`src/rtl/aquila_dev_pkg.sv`:
```
// rtl/aquila_dev_pkg.sv - shared types and constants for the Aquila device router
package aquila_dev_pkg;

    typedef enum logic [1:0] {
        IDLE,
        REQ,
        WAIT,
        RESP
    } dev_rt_state_t;

    typedef enum logic [1:0] {
        ERR_NONE,
        ERR_MISS,
        ERR_TMO,
        ERR_BUSY
    } dev_err_t;

    // addr[31:30] value that marks the memory-mapped device region
    localparam logic [1:0] DEV_REGION = 2'b11;

endpackage

```
`src/rtl/aquila_dev_decode.sv`:
```
// rtl/aquila_dev_decode.sv - region/ID priority decoder selecting the target slave
module aquila_dev_decode #(
    parameter int                   NUM_SLV = 3,
    parameter logic [NUM_SLV*4-1:0] SLV_ID  = '0,
    parameter int                   SEL_W   = (NUM_SLV > 1) ? $clog2(NUM_SLV) : 1
) (
    input  logic [1:0]       region,
    input  logic [3:0]       id,
    output logic             hit,
    output logic [SEL_W-1:0] sel
);
    import aquila_dev_pkg::*;

    // scan from the top so the lowest matching slave index is the one left standing
    always_comb begin
        hit = 1'b0;
        sel = '0;
        for (int k = NUM_SLV - 1; k >= 0; k--) begin
            if (region == DEV_REGION && id == SLV_ID[k*4 +: 4]) begin
                hit = 1'b1;
                sel = SEL_W'(k);
            end
        end
    end

endmodule

```
`src/rtl/aquila_dev_router.sv`:
```
// rtl/aquila_dev_router.sv - single-outstanding router from the core device port to N slaves
module aquila_dev_router #(
    parameter int                   NUM_SLV  = 3,
    parameter int                   DATA_W   = 32,
    parameter int                   ADDR_W   = 32,
    parameter logic [NUM_SLV*4-1:0] SLV_ID   = {4'h2, 4'h4, 4'h0},
    parameter int                   TIMEOUT  = 1024,
    parameter logic [DATA_W-1:0]    ERR_DATA = 32'hDEAD_BEEF
) (
    input  logic                      clk,
    input  logic                      rst_n,
    input  logic                      m_strobe_i,
    input  logic [ADDR_W-1:0]         m_addr_i,
    input  logic                      m_rw_i,
    input  logic [DATA_W/8-1:0]       m_be_i,
    input  logic [DATA_W-1:0]         m_data_i,
    output logic                      m_ready_o,
    output logic [DATA_W-1:0]         m_data_o,
    output logic [NUM_SLV-1:0]        s_strobe_o,
    output logic [ADDR_W-1:0]         s_addr_o,
    output logic                      s_rw_o,
    output logic [DATA_W/8-1:0]       s_be_o,
    output logic [DATA_W-1:0]         s_data_o,
    input  logic [NUM_SLV-1:0]        s_ready_i,
    input  logic [NUM_SLV*DATA_W-1:0] s_data_i,
    output logic                      busy_o,
    output logic                      err_o,
    output logic [1:0]                err_code_o,
    output logic [ADDR_W-1:0]         err_addr_o
);
    import aquila_dev_pkg::*;

    localparam int SEL_W = (NUM_SLV > 1) ? $clog2(NUM_SLV) : 1;
    // keep at least one bit so a disabled timeout still elaborates
    localparam int CNT_W = (TIMEOUT > 0) ? $clog2(TIMEOUT + 1) : 1;
    localparam logic [CNT_W-1:0] CNT_LAST = CNT_W'((TIMEOUT > 0) ? TIMEOUT - 1 : 0);

    dev_rt_state_t     state;
    dev_rt_state_t     state_nxt;
    dev_err_t          err_code;
    logic [SEL_W-1:0]  sel;
    logic [SEL_W-1:0]  dec_sel;
    logic              dec_hit;
    logic              sel_ready;
    logic              accept;
    logic              capture;
    logic              expire;
    logic              busy_strobe;
    logic [CNT_W-1:0]  cnt;
    logic [DATA_W-1:0] rdata;

    aquila_dev_decode #(
        .NUM_SLV (NUM_SLV),
        .SLV_ID  (SLV_ID),
        .SEL_W   (SEL_W)
    ) u_decode (
        .region (m_addr_i[31:30]),
        .id     (m_addr_i[27:24]),
        .hit    (dec_hit),
        .sel    (dec_sel)
    );

    // only the selected slave's ready is ever looked at
    assign sel_ready  = s_ready_i[sel];
    assign m_ready_o  = (state == RESP);
    assign busy_o     = (state != IDLE);
    assign m_data_o   = rdata;
    assign err_code_o = err_code;

    // state register
    always_ff @(posedge clk or negedge rst_n) begin
        if (!rst_n) begin
            state <= IDLE;
        end else begin
            state <= state_nxt;
        end
    end

    // next state and per-cycle transaction events
    always_comb begin
        state_nxt   = state;
        accept      = 1'b0;
        capture     = 1'b0;
        expire      = 1'b0;
        busy_strobe = 1'b0;
        case (state)
            IDLE: begin
                if (m_strobe_i) begin
                    accept    = 1'b1;
                    state_nxt = dec_hit ? REQ : RESP;
                end
            end
            REQ: begin
                busy_strobe = m_strobe_i;
                state_nxt   = WAIT;
            end
            WAIT: begin
                busy_strobe = m_strobe_i;
                if (sel_ready) begin
                    capture   = 1'b1;
                    state_nxt = RESP;
                end else if (TIMEOUT != 0 && cnt == CNT_LAST) begin
                    expire    = 1'b1;
                    state_nxt = RESP;
                end
            end
            RESP: begin
                busy_strobe = m_strobe_i;
                state_nxt   = IDLE;
            end
            default: state_nxt = IDLE;
        endcase
    end

    // one-hot request pulse to the selected slave during REQ
    always_comb begin
        s_strobe_o = '0;
        if (state == REQ) begin
            s_strobe_o[sel] = 1'b1;
        end
    end

    // request latches, response data and sticky error record
    always_ff @(posedge clk or negedge rst_n) begin
        if (!rst_n) begin
            s_addr_o   <= '0;
            s_rw_o     <= 1'b0;
            s_be_o     <= '0;
            s_data_o   <= '0;
            sel        <= '0;
            rdata      <= '0;
            err_o      <= 1'b0;
            err_code   <= ERR_NONE;
            err_addr_o <= '0;
        end else begin
            if (accept) begin
                s_addr_o <= m_addr_i;
                s_rw_o   <= m_rw_i;
                s_be_o   <= m_be_i;
                s_data_o <= m_data_i;
                sel      <= dec_sel;
                if (!dec_hit) begin
                    rdata      <= ERR_DATA;
                    err_code   <= ERR_MISS;
                    err_addr_o <= m_addr_i;
                end
            end
            if (busy_strobe) begin
                err_code   <= ERR_BUSY;
                err_addr_o <= m_addr_i;
            end
            if (capture) begin
                rdata <= s_data_i[sel*DATA_W +: DATA_W];
            end
            if (expire) begin
                rdata      <= ERR_DATA;
                err_code   <= ERR_TMO;
                err_addr_o <= s_addr_o;
            end
            // registered so the pulse lands in the RESP cycle of the failing access
            err_o <= expire || (accept && !dec_hit);
        end
    end

    // wait-cycle counter: cleared in REQ, saturating in WAIT
    always_ff @(posedge clk or negedge rst_n) begin
        if (!rst_n) begin
            cnt <= '0;
        end else if (state == REQ) begin
            cnt <= '0;
        end else if (state == WAIT && cnt != '1) begin
            cnt <= cnt + 1'b1;
        end
    end

endmodule

```
`config.mk`:
```
export PLATFORM = sky130hd
export DESIGN_NAME = aquila_dev_router
export DESIGN_NICKNAME = d
export VERILOG_FILES = /design/src/rtl/aquila_dev_pkg.sv /design/src/rtl/aquila_dev_decode.sv /design/src/rtl/aquila_dev_router.sv
export SDC_FILE = /design/constraint.sdc
export NUM_CORES = 1
export LEC_CHECK = 0
export ABC_AREA = 1
export CAP_MARGIN = 20
export CORE_ASPECT_RATIO = 1.5
export CORE_MARGIN = 2
export CORE_UTILIZATION = 47
export CTS_CLUSTER_SIZE = 30
export DETAILED_ROUTE_END_ITERATION = 7
export GPL_TIMING_DRIVEN = 0
export PLACE_DENSITY = 0.87
export SYNTH_ARGS = -nofsm -noshare
export SYNTH_HDL_FRONTEND = slang
export SYNTH_HIERARCHICAL = 1
export SYNTH_SLANG_ARGS = --single-unit
```
`constraint.sdc`:
```
create_clock -name clk -period 4.25 [get_ports clk]
set_input_delay 0.6375 -clock clk [delete_from_list [all_inputs] [get_ports clk]]
set_output_delay 0.6375 -clock clk [all_outputs]
set_load 0.01 [all_outputs]
```
==> results.toml, run 1 <==
[run_status]
status = "complete, no violations"

[timing]
worst_pin_slew_ps = 730
post-route-period-util_pct = 70.1
rsz0062_at_grt = "false"
hold_ws_ps = 195
slew_headroom_pct = 51.4
max_freq_mhz = 335
setup_slack_ps = 1270
skew_ps = 10.3
finalCriticalPeriod_ps = 2980
finalSetupViolCount = 0
slew_violations = 0
hold_violations = 0

[critical_path]
crit_chain = "inv_1 -> ha_1 -> inv_1 -> clkbuf_1 -> nor3_1 -> clkdlybuf4s50_1"
r2r-end = "err_addr_o[28]$_DFFE_PN0P_"
end_kind = "output port"
cp.depth = 6
critPathTopFamily = "buffers and inverters"
worst_ep_arrival_time_ps = 2340
regToRegStartpoint = "state[0]$_DFFE_PN0P_"
cp_common_cell = "inv_1"
critPathRequiredTime_ps = 3610
path_buf_inv = 4
cpPeakStageDelay_ps = 600
ff2ff_path_depth = 9
cpMaxStageDelayCell = "clkdlybuf4s50_1"
setup.worst_path.start_class = "flop"
crit_path_max_fanout = 10
criticalPathCategory = "flop to output port"
r2r_slack_ps = 1790

[pwr]
combPwrFrac_pct = 49.3
swShare_pct = 37.4
power.switching_mw = 3.08
p_leak_nw = 5.14
intPower_mw = 5.17
power_frac_clock_pct = 19.1
powerDensity_nw_per_um2 = 724
ir_drop_v = 0.000436
seqPwrFrac_pct = 31.6

[synth]
yosysWarnings = 6
yosys.area.top_type = "dfrtp_1"
synthMuxAreaShare_pct = 10.5
syn_area_per_cell_um2 = 8.97
syn_inst = 824
synth_edf_count = 0
synth_top_family_by_area = "simple AND/OR/NAND/NOR gates"
yosys.area_share.simple_pct = 28.6
async_reset_ff_share_pct = 100
ys.flop_type = "dfrtp_1"
synth_compound_area_share_pct = 3.22
yosys.area_share.adder_pct = 1.02
synth_area_um2 = 7390
synthesis.nets = 1001
synth_area_leaders = "dfrtp_1, nand2_1, mux2_2"
synth-xor-area-share_pct = 0.355
yosysSeqAreaShare_pct = 51.1
synth_top_area_share_pct = 51.1
synth_cell_types = 26
synthTopCellsByCount = "nand2_1, dfrtp_1, nand3_1"
synth_seq_cells = 151
synth_most_common_cell = "nand2_1"

[global_routing]
grt_pass1_wl_um = 38700
grt_max_degree = 88
grt.total_usage_pct = 29.8
antenna_found_initial = 0
overflow = 0
grt_pass1_vias = 7526

[clocking]
root_buffer = "clkbuf_16"
clk_pin_slew_worst_paths_ps = 60
cts_tree = "yes"
cts_setup_buffers = 0
clockBufferDepth = 2
clk_latency_ps = 430
post_cts_resized = 0
cts_inserted_buffers = 17
hold_buffers = 0
htree_levels = 4
numClockSinks = 151

[floorplanning]
initial_utilization_pct = 47.7
num_rows = 56
fp.dieW_um = 106
die_area_um2 = 16800
chipHeight_um = 158
ios = 312
core-area_um2 = 15500

[placed_design]
dpl_cell_area_um2 = 10800
portBuffers = 311
routabilityCongestion = 0.914
post-place-ws_ps = 1060
dp_hpwl_um = 18800

[route]
wl_per_cell_um = 18.4
routed_wl_um = 25200
ant_nets = 0
num_vias = 7457
viasPerCell = 5.44
first_pass_iters = 5
drt_iter0_drc = 408
drc = 0

[layout]
nets = 1332
stdcell_area_um2 = 11400
fin_util_pct = 73.6
antenna_cells = 0
drive_gt1_share_pct = 12.1
syn_to_final_growth_pct = 54.2

[worst_hold_path]
hp-class = "input port to async pin"

[run]
maxCapViolations = 0
layout make-up:
class	count	area (um2)
inverters	28	105
clock inverters	10	143
repair buffers	312	3140
well taps	203	254
plain buffers	57	275
flip-flops and latches	151	3780
multi-input cells	588	3230
clock buffers	21	470
fillers	1138	4080
metrics by stage:
step                total power, mW  setup TNS (ps)  cells
finish                         8.25               0   1370
floorplan                      4.45               0    824
global route                   8.71               0   1370
CTS                            8.26               0   1370
detailed placement             6.64               0   1339
global placement               6.50         -538320   1338
power groups by stage:
stage	combinational (mW)	sequential [mW]	clock, mW
after floorplan	1.62	2.84	0
after global placement	3.95	2.55	0
after detailed placement	4.05	2.60	0
after CTS	4.08	2.59	1.58
after global routing	4.39	2.67	1.65
final	4.07	2.61	1.57
worst max path at each step:
| stage | end | slack [ps] | startpoint |
|---|---|---|---|
| floorplan | err_addr_o[10]$_DFFE_PN0P_ | 2370 | m_addr_i[31] |
| global placement | m_data_o[19]$_DFFE_PN0P_ | -3580 | rst_n |
| detailed placement | err_addr_o[12]$_DFFE_PN0P_ | 1060 | m_addr_i[31] |
| CTS | s_strobe_o[0] | 1270 | state[1]$_DFFE_PN0P_ |
| global route | s_strobe_o[1] | 1080 | state[1]$_DFFE_PN0P_ |
| finish | s_strobe_o[0] | 1270 | state[1]$_DFFE_PN0P_ |
registers in the layout, summed over array words and instances, names as in the netlist:
register,flops
err_addr_o,32
m_data_o,32
s_addr_o,32
s_data_o,32
cnt,11
s_be_o,4
err_code_o,2
sel,2
state,2
err_o,1
s_rw_o,1
placed cells by master, fill, tap and decap left out, types with 2 or more instances in the layout:
master	n
a21oi_1	4
a22oi_1	19
buf_1	3
buf_2	22
buf_4	3
buf_6	4
bufinv_16	3
clkbuf_1	27
clkbuf_16	17
clkbuf_8	3
clkdlybuf4s50_1	310
clkinv_2	2
clkinv_4	2
dfrtp_1	151
ha_1	6
inv_1	27
inv_6	2
mux2_2	69
nand2_1	297
nand3_1	76
nand3_2	4
nand4_1	73
nor2_1	15
nor2_2	4
nor2_4	3
nor3_1	2
o21ai_0	9
o21bai_1	2
xor2_1	2
cell families (layout without fill, tap and decap cells):
group / after synthesis / after routing
DFF: 151 / 151
buffers and inverters: 85 / 428
adders and majority gates: 6 / 6
xor gates and xnor gates: 3 / 3
and+or+nand+nor: 474 / 474
muxes: 69 / 69
AOI/OAI and AO/OA: 36 / 36
layer usage:
metal	wire, um	track usage, %
met5	0	0
met4	1230	14.4
met1	9530	35.0
met2	13000	52.2
met3	1460	5.60
worst register-to-register path, stage by stage (launching register included):
cell and delay (ps):
dfrtp_1 430, inv_1 110, ha_1 230, nand2_1 80, nor2_1 60, inv_1 150, clkbuf_1 590, clkbuf_1 450
nand4_1 170, nand2_1 110
Note: power is estimated with default switching activity, not from simulation.
==> run 2: changes to the inputs <==
- CORE_UTILIZATION: 47 -> 43
- PLACE_DENSITY: 0.87 -> 0.81
- clock period: 4.25 -> 2.9 ns (I/O delays scaled with it)
==> results.toml, run 2 (synthesized netlist as in run 1, its figures left out) <==
[route]
routed_wl_um = 24500
drc = 0
num_vias = 7254
first_pass_iters = 5
drt_iter0_drc = 366
viasPerCell = 5.26
wl_per_cell_um = 17.8
ant_nets = 0

[floorplanning]
chipHeight_um = 165
core-area_um2 = 16800
die_area_um2 = 18300
ios = 312
fp.dieW_um = 111
num_rows = 58
initial_utilization_pct = 43.9

[global_routing]
grt.total_usage_pct = 26.7
grt_max_degree = 96
grt_pass1_vias = 7447
antenna_found_initial = 0
overflow = 0
grt_pass1_wl_um = 38700

[timing]
tns_ps = 0
post-route-period-util_pct = 91.3
finalSetupViolCount = 0
skew_ps = 9.74
hold_violations = 0
slew_violations = 0
worst_pin_slew_ps = 666
slew_headroom_pct = 55.6
max_freq_mhz = 378
finalCriticalPeriod_ps = 2650
rsz0062_at_grt = "false"

[pwr]
ir_drop_v = 0.000561
powerDensity_nw_per_um2 = 1040
power.switching_mw = 4.52
p_leak_nw = 5.13
total_power_mw = 11.9
swShare_pct = 38.0
combPwrFrac_pct = 49.7
power_frac_clock_pct = 18.5
seqPwrFrac_pct = 31.8
intPower_mw = 7.37

[critical_path]
setup.worst_path.start_class = "flop"
ff2ff_path_depth = 9
critPathRequiredTime_ps = 2470
criticalPathCategory = "flop to output port"
crit_path_max_fanout = 13
worst_ep_arrival_time_ps = 2210
end_kind = "output port"

[clocking]
clockBufferDepth = 2
clk_latency_ps = 430
cts_tree = "yes"
numClockSinks = 151
cts_inserted_buffers = 17
htree_levels = 4
cts_setup_buffers = 0
root_buffer = "clkbuf_16"
clk_pin_slew_worst_paths_ps = 70

[layout]
nets = 1332
antenna_cells = 0
layout_common_cells = "clkdlybuf4s50_1, nand2_1, dfrtp_1, nand3_1, nand4_1"
syn_to_final_growth_pct = 54.0
drive_gt1_share_pct = 12.2
final_common_cell = "clkdlybuf4s50_1"
nFillCells = 1376

[placed_design]
portBuffers = 311
dp_hpwl_um = 18500
routabilityCongestion = 0.870

[worst_hold_path]
hold_depth = 1
hp-class = "flop to flop"

[run_status]
status = "complete, no violations"

[run]
maxCapViolations = 0
## run 2: changes by cell type in the layout (fill, tap and decap cells not counted), sizes merged
cell / change
clkinvlp: -1
inv: +8
bufinv: -2
dlygate4sd3: +1
clkbuf: -5
## run 2: power by group through the flow
stage | clock, mW | combinational (mW) | sequential [mW]
floorplan | 0 | 2.37 | 4.16
global placement | 0 | 5.83 | 3.74
detailed placement | 0 | 5.92 | 3.79
CTS | 2.23 | 5.96 | 3.76
global route | 2.32 | 6.38 | 3.89
finish | 2.20 | 5.91 | 3.78
## run 2: worst paths after layout
| check | slack (ps) | start | endpoint |
|---|---|---|---|
| worst min-delay path | 500 | s_data_o[23]$_DFFE_PN0P_ | s_data_o[23]$_DFFE_PN0P_ |
| worst max-delay path | 250 | state[1]$_DFFE_PN0P_ | s_strobe_o[1] |
| worst max register to register | 520 | state[0]$_DFFE_PN0P_ | err_addr_o[29]$_DFFE_PN0P_ |
| worst min register to register | 500 | s_data_o[23]$_DFFE_PN0P_ | s_data_o[23]$_DFFE_PN0P_ |
| min in group asynchronous | 540 | rst_n | m_data_o[20]$_DFFE_PN0P_ |
| max in group asynchronous | 1470 | rst_n | err_addr_o[1]$_DFFE_PN0P_ |
## run 2: layer usage
| layer | GRT usage, % | vias to the layer above | wire length, um |
|---|---|---|---|
| met5 | 0 | - | 0 |
| met4 | 14.6 | 0 | 1140 |
| met3 | 5.32 | 65 | 1180 |
| met2 | 46.7 | 257 | 12600 |
| met1 | 31.1 | 3493 | 9620 |
| li1 | - | 3439 | - |
## run 2: layout make-up
class                   instances  area (um2)  area share, %
clock inverters                15         155           1.36
plain buffers                  56         272           2.39
flip-flops and latches        151        3780           33.2
repair buffers                313        3150           27.7
inverters                      28         105          0.923
clock buffers                  17         425           3.74
multi-input cells             588        3230           28.4
well taps                     210         263           2.31
## run 2: repair_timing
action | CTS | global route
setup endpoints to repair | 0 | 1
resized for setup | 0 | 0
hold endpoints to repair | 44 | 0
hold buffers | 1 | 0
## run 2: stage by stage
step           utilization (%)  hold WS [ps]  std cells  worst slack [ps]  cell area, um2
6_report                  67.6           504       1378               252           11400
5_1_grt                   67.6           522       1378               114           11400
4_1_cts                   67.6           508       1379              99.6           11400
3_5_place_dp              64.1           430       1346             -18.8           10800
3_3_place_gp              64.0           484       1345             -4930           10800
2_1_floorplan                -           139        824              1110            7390
## run 2: critical path, cell delays in order, from the launching register on
cell	delay (ps)
dfrtp_1	420
inv_1	120
ha_1	210
inv_1	210
nor3_1	230
clkdlybuf4s50_1	610
==> run 3: changes to the inputs <==
- GPL_TIMING_DRIVEN: 0 -> default
- PLACE_DENSITY: 0.81 -> default
- PLACE_DENSITY_LB_ADDON: default -> 0.05
==> results.toml, run 3 (synthesized netlist as in run 1, its figures left out) <==
[critical_path]
crit_path_max_fanout = 13
criticalPathCategory = "flop to output port"
crit_chain = "inv_1 -> ha_1 -> inv_1 -> nor3_1 -> clkdlybuf4s50_1"
cpPeakStageDelay_ps = 600
worst_ep_arrival_time_ps = 2190
r2r_slack_ps = 710
critPathTopFamily = "buffers and inverters"
path_buf_inv = 3
cpMaxStageDelayCell = "clkdlybuf4s50_1"
setup.worst_path.start_class = "flop"
r2r-end = "err_addr_o[31]$_DFFE_PN0P_"
ff2ff_path_depth = 10
regToRegStartpoint = "cnt[0]$_DFFE_PN0P_"
end_kind = "output port"
cp_common_cell = "inv_1"
critPathRequiredTime_ps = 2470

[pwr]
ir_drop_v = 0.000588
power.switching_mw = 4.40
power_frac_clock_pct = 18.1
combPwrFrac_pct = 49.8
powerDensity_nw_per_um2 = 1040
seqPwrFrac_pct = 32.0
swShare_pct = 37.5
p_leak_nw = 5.09
intPower_mw = 7.32

[layout]
syn_to_final_growth_pct = 52.5
layoutNonFillerInstCount = 1338
stdcell_area_um2 = 11300
layout_common_cells = "clkdlybuf4s50_1, nand2_1, dfrtp_1, nand3_1, nand4_1"
drive_gt1_share_pct = 12.1
nFillCells = 1430
nets = 1292
final_common_cell = "clkdlybuf4s50_1"
antenna_cells = 0

[route]
first_pass_iters = 5
num_vias = 6958
drc = 0
wl_per_cell_um = 17.2
routed_wl_um = 23000
ant_nets = 0
drt_iter0_drc = 323
viasPerCell = 5.20

[global_routing]
grt_pass1_vias = 6930
grt.total_usage_pct = 25.4
grt_max_degree = 77
overflow = 0
grt_pass1_wl_um = 36700
antenna_found_initial = 0

[clocking]
hold_buffers = 0
clk_latency_ps = 430
clockBufferDepth = 2
cts_inserted_buffers = 17
post_cts_resized = 0
cts_tree = "yes"
cts_setup_buffers = 0
numClockSinks = 151
htree_levels = 4
clk_pin_slew_worst_paths_ps = 70
root_buffer = "clkbuf_16"

[timing]
slew_headroom_pct = 40.8
finalSetupViolCount = 0
hold_violations = 0
post-route-period-util_pct = 90.4
rsz0062_at_grt = "false"
max_freq_mhz = 381
finalCriticalPeriod_ps = 2620
worst_pin_slew_ps = 888
slew_violations = 0
skew_ps = 16.8
tns_ps = 0

[floorplanning]
fp.dieW_um = 111
die_area_um2 = 18300
chipHeight_um = 165
ios = 312
initial_utilization_pct = 43.9
core-area_um2 = 16800
num_rows = 58

[run_status]
status = "complete, no violations"

[placed_design]
portBuffers = 311
dpl_cell_area_um2 = 10700
dp_hpwl_um = 16500
routabilityCongestion = 0.836
dp.cells = 1306

[run]
maxCapViolations = 0

[worst_hold_path]
hp-class = "input port to async pin"
-- run 3: final cells by class --
cell class | instances | area, um2 | area share (%)
Sequential cell | 151 | 3780 | 33.5
Clock inverter | 12 | 108 | 0.954
Inverter | 28 | 105 | 0.932
Clock buffer | 20 | 457 | 4.05
Timing Repair Buffer | 329 | 3310 | 29.4
Tap cell | 210 | 263 | 2.33
Multi-Input combinational cell | 588 | 3250 | 28.9
-- run 3: through the flow --
stage	hold WS [ps]	utilization [%]	total power [mW]	setup WS (ps)
floorplan	139	-	6.53	1110
global placement	482	63.6	9.59	584
detailed placement	493	63.6	9.68	586
CTS	55.5	67.0	11.8	255
global route	61.1	67.0	12.5	120
finish	23.3	67.0	11.7	278
-- run 3: routing by layer --
metal	track usage [%]	vias up	routed length, um
met4	11.3	0	824
met3	7.85	48	1640
met2	43.0	266	11700
met5	0	-	0
li1	-	3368	-
met1	30.0	3276	8830
-- run 3: worst max-delay path by stage --
stage / to / start / slack, ps / cells after the start
2_1_floorplan: s_addr_o[28]$_DFFE_PN0P_ / state[0]$_DFFE_PN0P_ / 1110 / 6
5_1_grt: s_strobe_o[0] / state[1]$_DFFE_PN0P_ / 120 / 5
4_1_cts: s_strobe_o[1] / state[1]$_DFFE_PN0P_ / 260 / 5
6_report: s_strobe_o[1] / state[1]$_DFFE_PN0P_ / 280 / 5
3_5_place_dp: err_addr_o[28]$_DFFE_PN0P_ / s_ready_i[1] / 590 / 9
3_3_place_gp: err_addr_o[26]$_DFFE_PN0P_ / s_ready_i[1] / 580 / 9
-- run 3: power by group through the flow --
stage / Clock [mW] / Sequential, mW / Combinational (mW)
after floorplan: 0 / 4.16 / 2.37
after global placement: 0 / 3.74 / 5.85
after detailed placement: 0 / 3.78 / 5.90
after CTS: 2.17 / 3.75 / 5.92
after global routing: 2.26 / 3.88 / 6.34
final: 2.13 / 3.75 / 5.84
